## src/rtl/relay_bus_pkg.sv

```systemverilog
// Shared definitions for the MOV8 relay-bus sequencer: register codes,
// instruction field positions and FSM states.
`timescale 1ns/1ps
package relay_bus_pkg;

   localparam int DATA_BUS_WIDTH = 8;

   typedef enum logic [2:0] {A, B, C, D, M1, M2, X, Y} reg_code_e;

   localparam logic [1:0] MOV8_OPCODE = 2'b00;
   localparam int OPC_MSB = 7;
   localparam int OPC_LSB = 6;
   localparam int DST_MSB = 5;
   localparam int DST_LSB = 3;
   localparam int SRC_MSB = 2;
   localparam int SRC_LSB = 0;

   typedef enum logic [2:0] {
      ST_IDLE,
      ST_SELECT,
      ST_LOAD,
      ST_RELEASE,
      ST_DONE
   } seq_state_e;

   function automatic logic [7:0] onehot8(input reg_code_e code);
      return 8'b1 << code;
   endfunction

endpackage

```

## src/rtl/mov8_bus_sequencer_cycle_timer.sv

```systemverilog
// Loadable down-counter with a zero flag; times each relay phase.
`timescale 1ns/1ps
module cycle_timer #(
   parameter int WIDTH = 2
) (
   input  logic             clk_i,
   input  logic             reset_i,
   input  logic             load_i,
   input  logic [WIDTH-1:0] load_val_i,
   output logic             zero_o
);

   logic [WIDTH-1:0] count_q;
   logic [WIDTH-1:0] count_d;

   // Holds at zero instead of wrapping so an idle timer stays expired.
   always_comb begin
      count_d = count_q;
      if (load_i) begin
         count_d = load_val_i;
      end else if (count_q != '0) begin
         count_d = count_q - 1'b1;
      end
   end

   always_ff @(posedge clk_i) begin
      if (reset_i) begin
         count_q <= '0;
      end else begin
         count_q <= count_d;
      end
   end

   assign zero_o = (count_q == '0);

endmodule

```

## src/rtl/mov8_bus_sequencer.sv

```systemverilog
// Sequences one MOV8 register-to-register transfer over the shared data
// bus with break-before-make timing of source drive and destination load.
`timescale 1ns/1ps
module mov8_bus_sequencer #(
   parameter int DATA_BUS_WIDTH = relay_bus_pkg::DATA_BUS_WIDTH,
   parameter int SETTLE_CYCLES  = 2,
   parameter int LOAD_CYCLES    = 2,
   parameter int RELEASE_CYCLES = 1
) (
   input  logic                      clk,
   input  logic                      reset,
   input  logic                      start,
   input  logic [7:0]                instr,
   input  logic [DATA_BUS_WIDTH-1:0] bus_data,
   output logic                      ready,
   output logic [7:0]                sel_out,
   output logic [7:0]                load_out,
   output logic                      clr,
   output logic                      done,
   output logic                      illegal,
   output logic [DATA_BUS_WIDTH-1:0] last_value
);
   import relay_bus_pkg::*;

   localparam int MAX_SL  = (SETTLE_CYCLES > LOAD_CYCLES) ? SETTLE_CYCLES : LOAD_CYCLES;
   localparam int MAX_CYC = (MAX_SL > RELEASE_CYCLES) ? MAX_SL : RELEASE_CYCLES;
   localparam int CNT_W   = $clog2(MAX_CYC + 1);

   if (SETTLE_CYCLES < 1 || LOAD_CYCLES < 1 || RELEASE_CYCLES < 1) begin : g_bad_cycles
      $error("mov8_bus_sequencer: cycle parameters must all be at least 1");
   end

   seq_state_e                state_q;
   reg_code_e                 dst_q;
   logic [7:0]                sel_q;
   logic [7:0]                load_q;
   logic                      clr_q;
   logic                      done_q;
   logic                      illegal_q;
   logic                      ready_q;
   logic [DATA_BUS_WIDTH-1:0] last_q;

   reg_code_e  src_w;
   reg_code_e  dst_w;
   logic       accept;
   logic       tmr_load;
   logic [CNT_W-1:0] tmr_val;
   logic       tmr_zero;

   assign src_w  = reg_code_e'(instr[SRC_MSB:SRC_LSB]);
   assign dst_w  = reg_code_e'(instr[DST_MSB:DST_LSB]);
   assign accept = start && (instr[OPC_MSB:OPC_LSB] == MOV8_OPCODE);

   // Each timed phase reloads the timer with (length-1) as it is entered.
   always_comb begin
      tmr_load = 1'b0;
      tmr_val  = '0;
      case (state_q)
         ST_IDLE: if (accept) begin
            tmr_load = 1'b1;
            tmr_val  = CNT_W'(SETTLE_CYCLES - 1);
         end
         ST_SELECT: if (tmr_zero) begin
            tmr_load = 1'b1;
            tmr_val  = CNT_W'(LOAD_CYCLES - 1);
         end
         ST_LOAD: if (tmr_zero) begin
            tmr_load = 1'b1;
            tmr_val  = CNT_W'(RELEASE_CYCLES - 1);
         end
         default: ;
      endcase
   end

   cycle_timer #(
      .WIDTH(CNT_W)
   ) u_timer (
      .clk_i      (clk),
      .reset_i    (reset),
      .load_i     (tmr_load),
      .load_val_i (tmr_val),
      .zero_o     (tmr_zero)
   );

   always_ff @(posedge clk) begin
      if (reset) begin
         state_q   <= ST_IDLE;
         dst_q     <= A;
         sel_q     <= '0;
         load_q    <= '0;
         clr_q     <= 1'b0;
         done_q    <= 1'b0;
         illegal_q <= 1'b0;
         ready_q   <= 1'b1;
         last_q    <= '0;
      end else begin
         done_q    <= 1'b0;
         illegal_q <= 1'b0;
         case (state_q)
            ST_IDLE: if (start) begin
               if (accept) begin
                  state_q <= ST_SELECT;
                  ready_q <= 1'b0;
                  dst_q   <= dst_w;
                  // Self-move: nobody drives, the pull-down zeroes the register.
                  clr_q   <= (src_w == dst_w);
                  sel_q   <= (src_w == dst_w) ? 8'h00 : onehot8(src_w);
               end else begin
                  illegal_q <= 1'b1;
               end
            end
            ST_SELECT: if (tmr_zero) begin
               state_q <= ST_LOAD;
               load_q  <= onehot8(dst_q);
            end
            ST_LOAD: if (tmr_zero) begin
               state_q <= ST_RELEASE;
               load_q  <= '0;
               last_q  <= bus_data;
            end
            ST_RELEASE: if (tmr_zero) begin
               state_q <= ST_DONE;
               sel_q   <= '0;
               clr_q   <= 1'b0;
               done_q  <= 1'b1;
            end
            ST_DONE: begin
               state_q <= ST_IDLE;
               ready_q <= 1'b1;
            end
            default: state_q <= ST_IDLE;
         endcase
      end
   end

   assign ready      = ready_q;
   assign sel_out    = sel_q;
   assign load_out   = load_q;
   assign clr        = clr_q;
   assign done       = done_q;
   assign illegal    = illegal_q;
   assign last_value = last_q;

endmodule

```

## config.mk

```make
export PLATFORM = sky130hd
export DESIGN_NAME = mov8_bus_sequencer
export DESIGN_NICKNAME = d
export VERILOG_FILES = /design/src/rtl/relay_bus_pkg.sv /design/src/rtl/mov8_bus_sequencer_cycle_timer.sv /design/src/rtl/mov8_bus_sequencer.sv
export SDC_FILE = /design/constraint.sdc
export NUM_CORES = 1
export LEC_CHECK = 0
export CAP_MARGIN = 40
export CORE_ASPECT_RATIO = 0.8
export CORE_MARGIN = 5
export CORE_UTILIZATION = 45
export CTS_BUF_LIST = sky130_fd_sc_hd__clkbuf_16
export DETAILED_ROUTE_END_ITERATION = 8
export GPL_TIMING_DRIVEN = 0
export PLACE_DENSITY_LB_ADDON = 0.25
export SYNTH_ARGS = -nofsm -noshare
export SYNTH_HDL_FRONTEND = slang
export SYNTH_SLANG_ARGS = --single-unit
```

## constraint.sdc

```tcl
create_clock -name clk -period 4.31 [get_ports clk]
set_input_delay 0.431 -clock clk [delete_from_list [all_inputs] [get_ports clk]]
set_output_delay 0.431 -clock clk [all_outputs]
set_load 0.03 [all_outputs]
```

==> results of run 1 <==
## cells by family after synthesis
| group | count (synthesis) |
|---|---|
| mux | 11 |
| flops | 36 |
| xor+xnor | 5 |
| buf+inv | 9 |
| fa+ha+maj | 1 |
| compound gates | 26 |
| simple gates | 68 |
## cells in the mapped netlist (2+ instances only)
cell type	instances	area, sq um
buf_2	4	20.02
a32oi_1	2	17.52
nand4_1	2	12.51
dfxtp_1	36	720.7
nand3_1	4	20.02
o21ai_0	9	45.04
mux2i_1	11	110.1
nor2_1	29	108.9
nor3_1	4	20.02
xor2_1	4	35.03
a21oi_1	3	15.01
a22oi_1	6	45.04
clkbuf_1	2	7.510
nand2_1	15	56.30
nand2b_1	3	18.77
nor2b_1	3	18.77
inv_1	2	7.510
## final timing paths
check | from | depth (start not counted) | endpoint
setup / recovery | start | 5 | sel_out[3]
hold / removal | sel_out[4] | 2 | sel_out[4]
setup reg to reg | u_timer.count_q[0] | 6 | load_out[7]
hold reg to reg | sel_out[4] | 2 | sel_out[4]
## per-layer routing
metal  up-vias  part of all wire
met5         -                 0
met4         0             0.012
met3         6             0.049
met2        30              0.49
met1       608              0.45
li1        651                 -
## per-stage QoR
stage / power, W / util / worst slack, ns / instance area (sq um) / hold slack [ns]
finish: 0.0009756 / 0.6727 / 2.342 / 2076 / 0.4569
detailed placement: 0.0006491 / 0.6285 / 2.073 / 1939 / 0.4465
floorplan: 0.0005659 / - / 2.743 / 1439 / 0.4788
global placement: 0.0006387 / 0.6285 / 2.133 / 1939 / 0.4361
CTS: 0.0009854 / 0.6727 / 2.343 / 2076 / 0.4584
global route: 0.001037 / 0.6727 / 2.244 / 2076 / 0.4863
## placed cells by master (no fill, tap or decap), types with 2 or more instances in the layout
master / netlist / layout
nor2b_1: 3 / 3
clkbuf_16: 0 / 5
clkbuf_1: 2 / 2
nor3_1: 4 / 4
dfxtp_1: 36 / 36
o21ai_0: 9 / 9
a32oi_1: 2 / 2
nand3_1: 4 / 4
a21oi_1: 3 / 3
nand4_1: 2 / 2
nor2_1: 29 / 29
mux2i_1: 11 / 11
buf_2: 4 / 4
clkdlybuf4s50_1: 0 / 45
xor2_1: 4 / 4
a22oi_1: 6 / 6
nand2b_1: 3 / 3
inv_1: 2 / 4
nand2_1: 15 / 15
## state kept, by name, summed over array words and instances (netlist names)
signal	cells
illegal	1
clr	1
state_q	3
last_value	8
load_out	8
done	1
dst_q	3
ready	1
u_timer.count_q	2
sel_out	8
## area by class of cell
cell class / instances / area share
well taps: 40 / 0.02411
plain buffers: 7 / 0.01507
inverters: 2 / 0.003617
clock inverters: 3 / 0.005425
flip-flops and latches: 36 / 0.3472
repair buffers: 45 / 0.2170
clock buffers: 5 / 0.06028
multi-input cells: 111 / 0.3273
## power by group
part	switching [W]	total [W]	leakage (nW)	internal, W
clock network	0.000118	0.000325	0.0738	0.000207
logic	0.000160	0.000268	0.425	0.000108
registers	0.0000183	0.000382	0.292	0.000364
## worst max-delay path, cell delays in order
cell and delay [ns]:
clkdlybuf4s50_1 0.50, nor3b_4 0.33, nand2_1 0.13, or4b_4 0.56
o21ai_0 0.20
==> flow_summary.yaml, run 1 <==
logic_synthesis:
  synthXorXnorAreaFrac: 0.03043
  synth_compound_area_frac: 0.1243
  avgSynthCellArea_sq_um: 9.224
  synth_fa_ha_area_frac: 0.008696
  synthSimpleGateAreaFrac: 0.2322
  synthesis.nets: 176
  yosysUniqueCellTypes: 34
  synth-seq-cells: 36
  async_reset_ff_frac: 0
  synthMuxAreaShare: 0.07652
  yosys_warnings: 0
  synth-seq-area-share: 0.5009
  syn_area_sq_mm: 0.001439
  synth_top_family_by_area: "simple AND/OR/NAND/NOR gates"
  ys_dominant_reg_cell: "dfxtp_1"
  syn_inst: 156
  synth_edf_count: 0
layout:
  multi_input_area_sq_um: 679.4
  fill_cells: 226
  antenna_cells: 0
  area_delta_synth_final_pct: 44.26
  nets: 228
  drive_gt1_frac: 0.06220
  finalNonFillerCells: 249
  regArea_sq_um: 720.7
global_routing:
  grt_max_degree: 11
  grt_use_total: 0.1776
  grt_use_met1: 0.2213
  gr-usage-met3: 0.06954
  antenna_found_initial: 0
  met2_usage: 0.2777
  grt-ovfl-total: 0
  first_global_vias: 1265
  grt_pass1_wl_microns: 5968
  top_usage_layer: "met2"
timing:
  hold_violations: 0
  fin_crit_sh: 0.4566
  fin_crit_ns: 1.968
  slew_violations: 0
  fin_tns_setup_ns: 0
  rsz0062_at_grt: "false"
  setup_violations: 0
  relSlewSlack: 0.5077
  fin_worst_skew_ns: 0.003239
  tightest_slew_ns: 0.7281
  max_freq_mhz: 508.2
placement:
  io_buffer_count: 45
  hpwl_microns: 2513
  place.gp.congestion: 0.7990
  dp.cells: 241
setup_path:
  worstPathArrival_ns: 2.16
  end_kind: "register"
  crit_path_start_kind: "input port"
  rrSetupSlack_ns: 2.42
  cp_max_fo: 6
  criticalPathCategory: "in -> reg"
  cp.required_ns: 4.50
cts:
  hold_buffers: 0
  clock_latency_ns: 0.27
  clockBufferDepth: 2
  cts-buffers-inserted: 5
  path_clk_slew_ns: 0.05
  htreeDepth: 2
  cts_resized: 0
  clockRootBuffer: "clkbuf_16"
  clock_sinks: 36
  cts_tree: "yes"
  postCtsSetupBuffers: 0
die:
  die_w_microns: 73.22
  fp-row-count: 18
  die_area_sq_mm: 0.004435
  io_pins: 47
  core_area_sq_mm: 0.003085
  die_h_microns: 60.58
  start_util: 0.4663
detailed_routing:
  final_antenna_net_count: 0
  routed_wl_microns: 3506
  vias: 1295
  via_per_inst: 5.201
  wl_per_cell_microns: 14.08
  drcViolationCount: 0
  firstDrtPassIters: 4
  drtIter0Drc: 146
run:
  maxCapViolCount: 0
min_path:
  hp-class: "reg -> reg"
power_and_ir_drop:
  powerDensity_mw_per_mm2: 470.0
  leakagePower_nw: 0.7907
  irDropWorstVdd_v: 0.0003354
run_status:
  status: "finished, final reports clean"
Note: power is estimated with default switching activity, not from simulation.
==> run 2: changes to the inputs <==
==> constraint.sdc (replaced) <==
create_clock -name clk -period 1.9 [get_ports clk]
set_input_delay 0.19 -clock clk [delete_from_list [all_inputs] [get_ports clk]]
set_output_delay 0.19 -clock clk [all_outputs]
set_load 0.03 [all_outputs]
==> flow_summary.yaml, run 2 (synthesized netlist as in run 1, its figures left out) <==
power_and_ir_drop:
  power.total_w: 0.002235
  powerDensity_mw_per_mm2: 1068
  irDropWorstVdd_v: 0.0007652
  leakagePower_nw: 0.7904
setup_path:
  worstPathArrival_ns: 1.89
  cp_max_fo: 8
  end_kind: "register"
  rr_startpoint: "u_timer.count_q[0]"
  timing.rr.end: "last_value[3]"
  criticalPathCategory: "reg -> reg"
  crit_path_start_kind: "register"
  rr_worst_depth: 7
  cp.required_ns: 2.05
  rrSetupSlack_ns: 0.15
die:
  die_area_sq_mm: 0.004435
  io_pins: 47
  start_util: 0.4663
  core_area_sq_mm: 0.003085
  fp-row-count: 18
  die_w_microns: 73.22
  die_h_microns: 60.58
layout:
  multi_input_area_sq_um: 694.4
  nets: 228
  layout_commonest_cell: "clkdlybuf4s50_1"
  regArea_sq_um: 720.7
  drive_gt1_frac: 0.07656
  final_util: 0.6784
  final_cell_mix: "clkdlybuf4s50_1, dfxtp_1, nor2_1"
  fill_cells: 220
  antenna_cells: 0
  area_delta_synth_final_pct: 45.48
timing:
  slew_violations: 0
  fin_crit_sh: 0.9208
  fin_worst_skew_ns: 0.003100
  relSlewSlack: 0.6627
  setup_violations: 0
  tightest_slew_ns: 0.5050
  fin_crit_ns: 1.750
  max_freq_mhz: 571.6
  holdWs_ns: 0.3035
  rsz0062_at_grt: "false"
  hold_violations: 0
  fin_ws_ns: 0.1505
detailed_routing:
  firstDrtPassIters: 4
  vias: 1306
  final_antenna_net_count: 0
  drtIter0Drc: 177
  wl_per_cell_microns: 14.20
  via_per_inst: 5.245
  drcViolationCount: 0
  routed_wl_microns: 3536
placement:
  io_buffer_count: 45
  hpwl_microns: 2513
  pre_cts_ws_ns: -0.09562
  place.gp.congestion: 0.7990
min_path:
  hp-class: "in -> reg"
  hold_depth: 2
  hold_end: "last_value[2]"
  hp-start: "reset"
run_status:
  status: "finished, final reports clean"
cts:
  cts_tree: "yes"
  clock_sinks: 36
  clock_latency_ns: 0.27
  clockBufferDepth: 2
  path_clk_slew_ns: 0.05
  htreeDepth: 2
  clockRootBuffer: "clkbuf_16"
  cts-buffers-inserted: 5
global_routing:
  grt_max_degree: 11
  antenna_found_initial: 0
  grt_use_total: 0.1776
  grt_pass1_wl_microns: 5968
  grt-ovfl-total: 0
  first_global_vias: 1262
run:
  maxCapViolCount: 0
run 2: changes by cell type in the layout (fill, tap and decap cells not counted):
cell / before / now
buf_2: 4 / 3
clkbuf_4: 0 / 1
ha_1: 1 / 0
ha_2: 0 / 1
nor4_1: 1 / 0
nor4_2: 0 / 1
nor4b_1: 1 / 0
nor4b_2: 0 / 1
run 2: critical path: stages (launching register included):
cell and delay, ns:
dfxtp_1 0.33, inv_1 0.07, ha_2 0.25, nor2b_1 0.24
and3b_1 0.21, clkbuf_4 0.23, mux2i_1 0.23, nor2_1 0.06
run 2: worst max-delay path by stage:
stage / startpoint / endpoint / depth (start not counted)
2_1_floorplan: u_timer.count_q[0] / last_value[2] / 7
3_3_place_gp: start / sel_out[0] / 5
3_5_place_dp: start / sel_out[3] / 5
4_1_cts: u_timer.count_q[0] / last_value[3] / 7
5_1_grt: u_timer.count_q[0] / last_value[4] / 7
6_report: u_timer.count_q[0] / last_value[3] / 7
run 2: layout make-up:
cell class                      count  share of cell area
Sequential cell                    36              0.3443
Multi-Input combinational cell    111              0.3317
Timing Repair Buffer               45              0.2152
Clock buffer                        5             0.05977
Tap cell                           40             0.02391
Buffer                              7             0.01614
Clock inverter                      3            0.005380
Inverter                            2            0.003586
run 2: routing by layer:
layer  part of all wire  track usage
met2               0.50       0.2790
met4             0.0082      0.07105
met3              0.055      0.06954
met5                  0            0
met1               0.44       0.2203
run 2: report_power, final:
group,switching [W],internal [W]
Combinational,0.000366,0.000255
Clock,0.000277,0.000470
Sequential,0.0000418,0.000825
run 2: metrics by stage:
step | setup TNS, ns | cells | cell area (sq um)
2_1_floorplan | 0 | 156 | 1439
3_3_place_gp | -0.04605 | 241 | 1939
3_5_place_dp | -0.2376 | 241 | 1939
4_1_cts | 0 | 249 | 2082
5_1_grt | 0 | 249 | 2093
6_report | 0 | 249 | 2093
run 2: repair_timing:
action,in CTS,in global routing
setup buffers,0,0
gates resized for setup,1,3
setup endpoints to repair,1,12
hold buffers,0,0
==> RTL edit 1 (flow settings as in run 2) <==
The parameter `LOAD_CYCLES` goes from 2 to 4.
--- a/src/rtl/mov8_bus_sequencer.sv
+++ b/src/rtl/mov8_bus_sequencer.sv
@@ -4,7 +4,7 @@
 module mov8_bus_sequencer #(
    parameter int DATA_BUS_WIDTH = relay_bus_pkg::DATA_BUS_WIDTH,
    parameter int SETTLE_CYCLES  = 2,
-   parameter int LOAD_CYCLES    = 2,
+   parameter int LOAD_CYCLES    = 4,
    parameter int RELEASE_CYCLES = 1
 ) (
    input  logic                      clk,
Function: changed (Yosys sat finds a counterexample within 10 cycles, from zero or initial values and one cycle with reset high).
==> RTL edit 1 against run 2 <==
Power is 16% higher; sequential cell count grew 1; via count is 1.6% higher; design area up 5.0%; setup slack worse by 0.088 ns; synthesized area grew 3.6%; routed wire length increased by 7.4%; sequential power up 12%; critical path depth shrank 1.
==> RTL edit 1: results (changes against run 2) <==
| Metric | Value |
|---|---|
| Arrival time at the worst endpoint | `2.06 ns (+0.17 ns)` |
| Global-route wire length before repair | `6250 microns (+4.7%)` |
| Run status | `complete, no violations` |
| Vias in the first global route | `1353 (+7.2%)` |
| Met2 wire length | `1870 microns (+6.6%)` |
| Port Buffer Count | `46 (+2.2%)` |
| Slew @ Worst Pin | `0.718 ns (+0.213 ns)` |
| Dpl ws | `-0.389 ns (-0.293 ns)` |
| Met1 Usage GRT | `0.234 (+0.0139)` |
| Syn_nets | `172 (-2.3%)` |
| Most common library cells after synthesis | `37 x dfxtp_1, 22 x nor2_1, 14 x nand2_1` |
| Switching power share of the total | `0.337 (+0.0312)` |
| Global placer's final weighted congestion | `0.851 (+6.6%)` |
| Synth Area in Adders | `0.0168 (+0.00810)` |
| Synth Area in Compound Gates | `0.134 (+0.00999)` |
| Layout cells sized above 1 | `0.101 (+0.0244)` |
| Starting DRT DRC Count | `67 (-62%)` |
| GRT Overall Usage | `0.186 (+0.00823)` |
| Post-DP HPWL | `2770 microns (+10%)` |
| Drt via density | `5.35 (+2.0%)` |
| Comb. pwr | `843 uW (+36%)` |
| Synth unique cells | `36 (+5.9%)` |
| Layout Nets | `228 (unchanged)` |
| TritonCTS buffer count | `5 (unchanged)` |
| Mux cell area share after synthesis | `0.0537 (-0.0228)` |
| Met3 Track Usage GR | `0.0571 (-0.0124)` |
| Slowest cell on crit path | `or4_4` |
| Post-synthesis sequential area ratio | `0.497 (-0.00381)` |
| Routed len/inst | `15.3 microns (+7.8%)` |
| Power share of the clock group | `0.300 (-0.034)` |
| M1 WL | `1620 microns (+4.5%)` |
| Global routing met2 resource utilization | `0.283 (+0.00385)` |
| Largest net degree at the start of global routing | `12 (+1)` |
| Dominant cells by area after synthesis | `dfxtp_1 50%, nor2_1 5.5%, mux2i_1 5.4%` |
| Skew final | `0.00348 ns (+0.000385 ns)` |
| Largest stage delay, worst path | `0.54 ns (+0.21 ns)` |
| Maximum vdd drop | `0.711 mV (-7.0%)` |
[RTL edit 1: path summary, 6_finish.rpt]
kind | start | endpoint | slack [ns] | depth (start not counted)
setup / recovery | instr[6] | sel_out[7] | 0.06 | 6
hold / removal | start | illegal | 0.33 | 2
setup reg to reg | state_q[1] | sel_out[7] | 0.12 | 4
hold reg to reg | load_out[7] | load_out[7] | 0.46 | 2
[RTL edit 1: cell families (layout without fill, tap and decap cells)]
kind of cell	after synthesis	count (layout)
muxes	8	8
AOI/OAI and AO/OA	26	26
DFF	37	37
adders and majority gates	2	2
and+or+nand+nor	61	61
buffers and inverters	11	68
xor gates and xnor gates	6	6
[RTL edit 1: worst register-to-register path, cell delays in order (launching register included)]
cell	delay [ns]
dfxtp_1	0.44
or4_4	0.57
buf_6	0.15
nor4b_4	0.35
a32o_1	0.21
[RTL edit 1: through the flow]
step / TNS, ns / area, sq um / util / power [mW] / cells
floorplan: 0 / 1490 / - / 1.53 / 151
global placement: -3.03 / 2000 / 0.639 / 1.75 / 237
detailed placement: -3.31 / 2000 / 0.639 / 1.79 / 237
CTS: 0 / 2180 / 0.696 / 2.59 / 249
global route: 0 / 2200 / 0.702 / 2.75 / 248
finish: 0 / 2200 / 0.702 / 2.59 / 248
[RTL edit 1: repair_timing]
| action | 4_1_cts | 5_1_grt |
|---|---|---|
| buffers inserted | 4 | 0 |
| pin swaps | 4 | 0 |
| gates cloned | 0 | 0 |
| gates resized for setup | 7 | 7 |
| endpoints found under the setup margin | 16 | 26 |
[RTL edit 1: cell type report]
cell class / instances / area (sq um)
Multi-Input combinational cell: 103 / 733
Buffer: 8 / 42.5
Tap cell: 40 / 50.0
Timing Repair Buffer: 50 / 487
Sequential cell: 37 / 741
Fill cell: 236 / 932
Inverter: 2 / 7.51
Clock inverter: 3 / 12.5
Clock buffer: 5 / 125
==> RTL edit 2 (config.mk and constraints of run 2) <==
Made on the original files. The 5 states of `seq_state_e` get a one-hot encoding in 5 bits.
--- a/src/rtl/relay_bus_pkg.sv
+++ b/src/rtl/relay_bus_pkg.sv
@@ -15,12 +15,12 @@
    localparam int SRC_MSB = 2;
    localparam int SRC_LSB = 0;
 
-   typedef enum logic [2:0] {
-      ST_IDLE,
-      ST_SELECT,
-      ST_LOAD,
-      ST_RELEASE,
-      ST_DONE
+   typedef enum logic [4:0] {
+      ST_IDLE    = 5'b00001,
+      ST_SELECT  = 5'b00010,
+      ST_LOAD    = 5'b00100,
+      ST_RELEASE = 5'b01000,
+      ST_DONE    = 5'b10000
    } seq_state_e;
 
    function automatic logic [7:0] onehot8(input reg_code_e code);
Formal check against the unedited RTL: same outputs for any inputs over 10 cycles, from zero or initial values and one cycle with reset high; not proved beyond that.
==> RTL edit 2 against run 2 <==
Design area increased by 15%; maximum frequency is 6.4% lower; sequential cell count up 2; synthesized area up 17%; setup slack worse by 0.12 ns; non-clock buffer count increased by 6; power up 1.1%; routed wire length grew 17%; highest routed layer unchanged.
==> RTL edit 2: results (changes against run 2) <==
| Metric | Value |
|---|---|
| Met2 wire length | `1920 microns (+9.3%)` |
| Post-DP HPWL | `2940 microns (+17%)` |
| Layout Nets | `258 (+13%)` |
| Global placer's final weighted congestion | `0.773 (-3.3%)` |
| Worst slew margin | `0.660 (-0.00244)` |
| Overflow left after global routing | `0 (unchanged)` |
| Reg2reg end | `clr` |
| Layout fillers | `299 (+36%)` |
| Synth unique cells | `39 (+15%)` |
| Routed len/inst | `14.7 microns (+3.8%)` |
| Arrival time at the worst endpoint | `2.05 ns (+0.16 ns)` |
| Post-synthesis sequential area ratio | `0.450 (-0.0505)` |
| Met1 Usage GRT | `0.222 (+0.00125)` |
| Seq pwr share | `0.375 (-0.013)` |
| Most common library cells after synthesis | `38 x dfxtp_1, 25 x nand2_1, 19 x nor2_1` |
| Largest net degree at the start of global routing | `13 (+2)` |
| Clock group | `1.06 mW (+42%)` |
| Skew final | `0.00723 ns (+0.00414 ns)` |
| Drt via density | `5.40 (+3.0%)` |
| Max Used Layer | `met4` |
| Hold crit path type | `flop to flop` |
| Port Buffer Count | `46 (+2.2%)` |
| GRT Overall Usage | `0.172 (-0.00604)` |
| Dpl ws | `-0.150 ns (-0.0543 ns)` |
| Mapped Cells | `185 (+19%)` |
| TritonCTS buffer count | `5 (unchanged)` |
| Htree depth | `2 (unchanged)` |
| Cell family with most CP delay | `simple AND/OR/NAND/NOR gates` |
| Slowest cell on crit path | `or4b_4` |
| Vias in the first global route | `1469 (+16%)` |
| Clock latency on the worst-skew pair | `0.28 ns` |
| Leakage | `0.977 nW (+24%)` |
| Met3 Track Usage GR | `0.0512 (-0.0183)` |
| Global routing met2 resource utilization | `0.275 (-0.00356)` |
| Dominant cells by area after synthesis | `dfxtp_1 45%, mux2i_1 9.5%, nand2_1 5.6%` |
| Syn_nets | `205 (+16%)` |
| Run status | `complete, no violations` |
| Layout cells sized above 1 | `0.0837 (+0.00713)` |
| Hold Path Sink | `load_out[5]` |
| DRT Wirelength | `4140 microns (+17%)` |
| Starting DRT DRC Count | `70 (-60%)` |
| Global-route wire length before repair | `6840 microns (+15%)` |
| M1 WL | `1990 microns (+28%)` |
| Hold_sp | `load_out[5]` |
| Int Pwr | `1.73 mW (+12%)` |
| Switching power share of the total | `0.233 (-0.0731)` |
| Largest stage delay, worst path | `0.51 ns (+0.18 ns)` |
| Hold Path Depth | `2 (unchanged)` |
| Worst reg2reg setup slack | `0.03 ns (-0.12 ns)` |
| Initial DRT Pass Iterations | `5 (+1)` |
| DR WL met3 | `186 microns (-4.6%)` |
| # placed instances | `273 (+13%)` |
| Ys async rst share | `0 (unchanged)` |
| Maximum vdd drop | `0.643 mV (-16%)` |
| CP Class | `flop to flop` |
| Critical Path Fanout Max | `9 (+1)` |
[RTL edit 2: final cells by class]
| cell class | count | area [sq um] | area share |
|---|---|---|---|
| Buffer | 12 | 71.3 | 0.0297 |
| Clock buffer | 5 | 125 | 0.0521 |
| Clock inverter | 3 | 63.8 | 0.0266 |
| Inverter | 5 | 18.8 | 0.00782 |
| Multi-Input combinational cell | 130 | 847 | 0.353 |
| Sequential cell | 38 | 761 | 0.317 |
| Tap cell | 42 | 52.6 | 0.0219 |
| Timing Repair Buffer | 46 | 460 | 0.192 |
[RTL edit 2: metrics by stage]
stage / TNS (ns) / util / area, sq um / hold slack, ns
finish: 0 / 0.682 / 2400 / 0.437
global route: -0.00146 / 0.682 / 2400 / 0.489
CTS: 0 / 0.680 / 2390 / 0.439
detailed placement: -0.578 / 0.626 / 2200 / 0.431
global placement: -0.354 / 0.626 / 2200 / 0.427
floorplan: 0 / - / 1690 / 0.326
[RTL edit 2: kinds of logic after synthesis]
kind of cell	Yosys count	synth area share
DFF	38	0.450
and+or+nand+nor	84	0.271
buffers and inverters	17	0.0533
adders and majority gates	1	0.00741
muxes	16	0.0948
xor gates and xnor gates	5	0.0259
AOI/OAI and AO/OA	24	0.0970
[RTL edit 2: worst max-delay path by stage]
stage / startpoint / end / slack [ns] / cells past startpoint
after global placement: start / clr / -0.12 / 6
after CTS: u_timer.count_q[0] / clr / 0.03 / 7
final: u_timer.count_q[0] / clr / 0.03 / 7
after global routing: u_timer.count_q[0] / clr / -0.001 / 7
after floorplan: u_timer.count_q[0] / clr / 0.18 / 7
after detailed placement: start / clr / -0.15 / 6
[RTL edit 2: repair_timing]
item | CTS | global route
hold endpoints to repair | 0 | 0
setup endpoints to repair | 0 | 4
buffers inserted | 0 | 0
gates resized for setup | 0 | 2
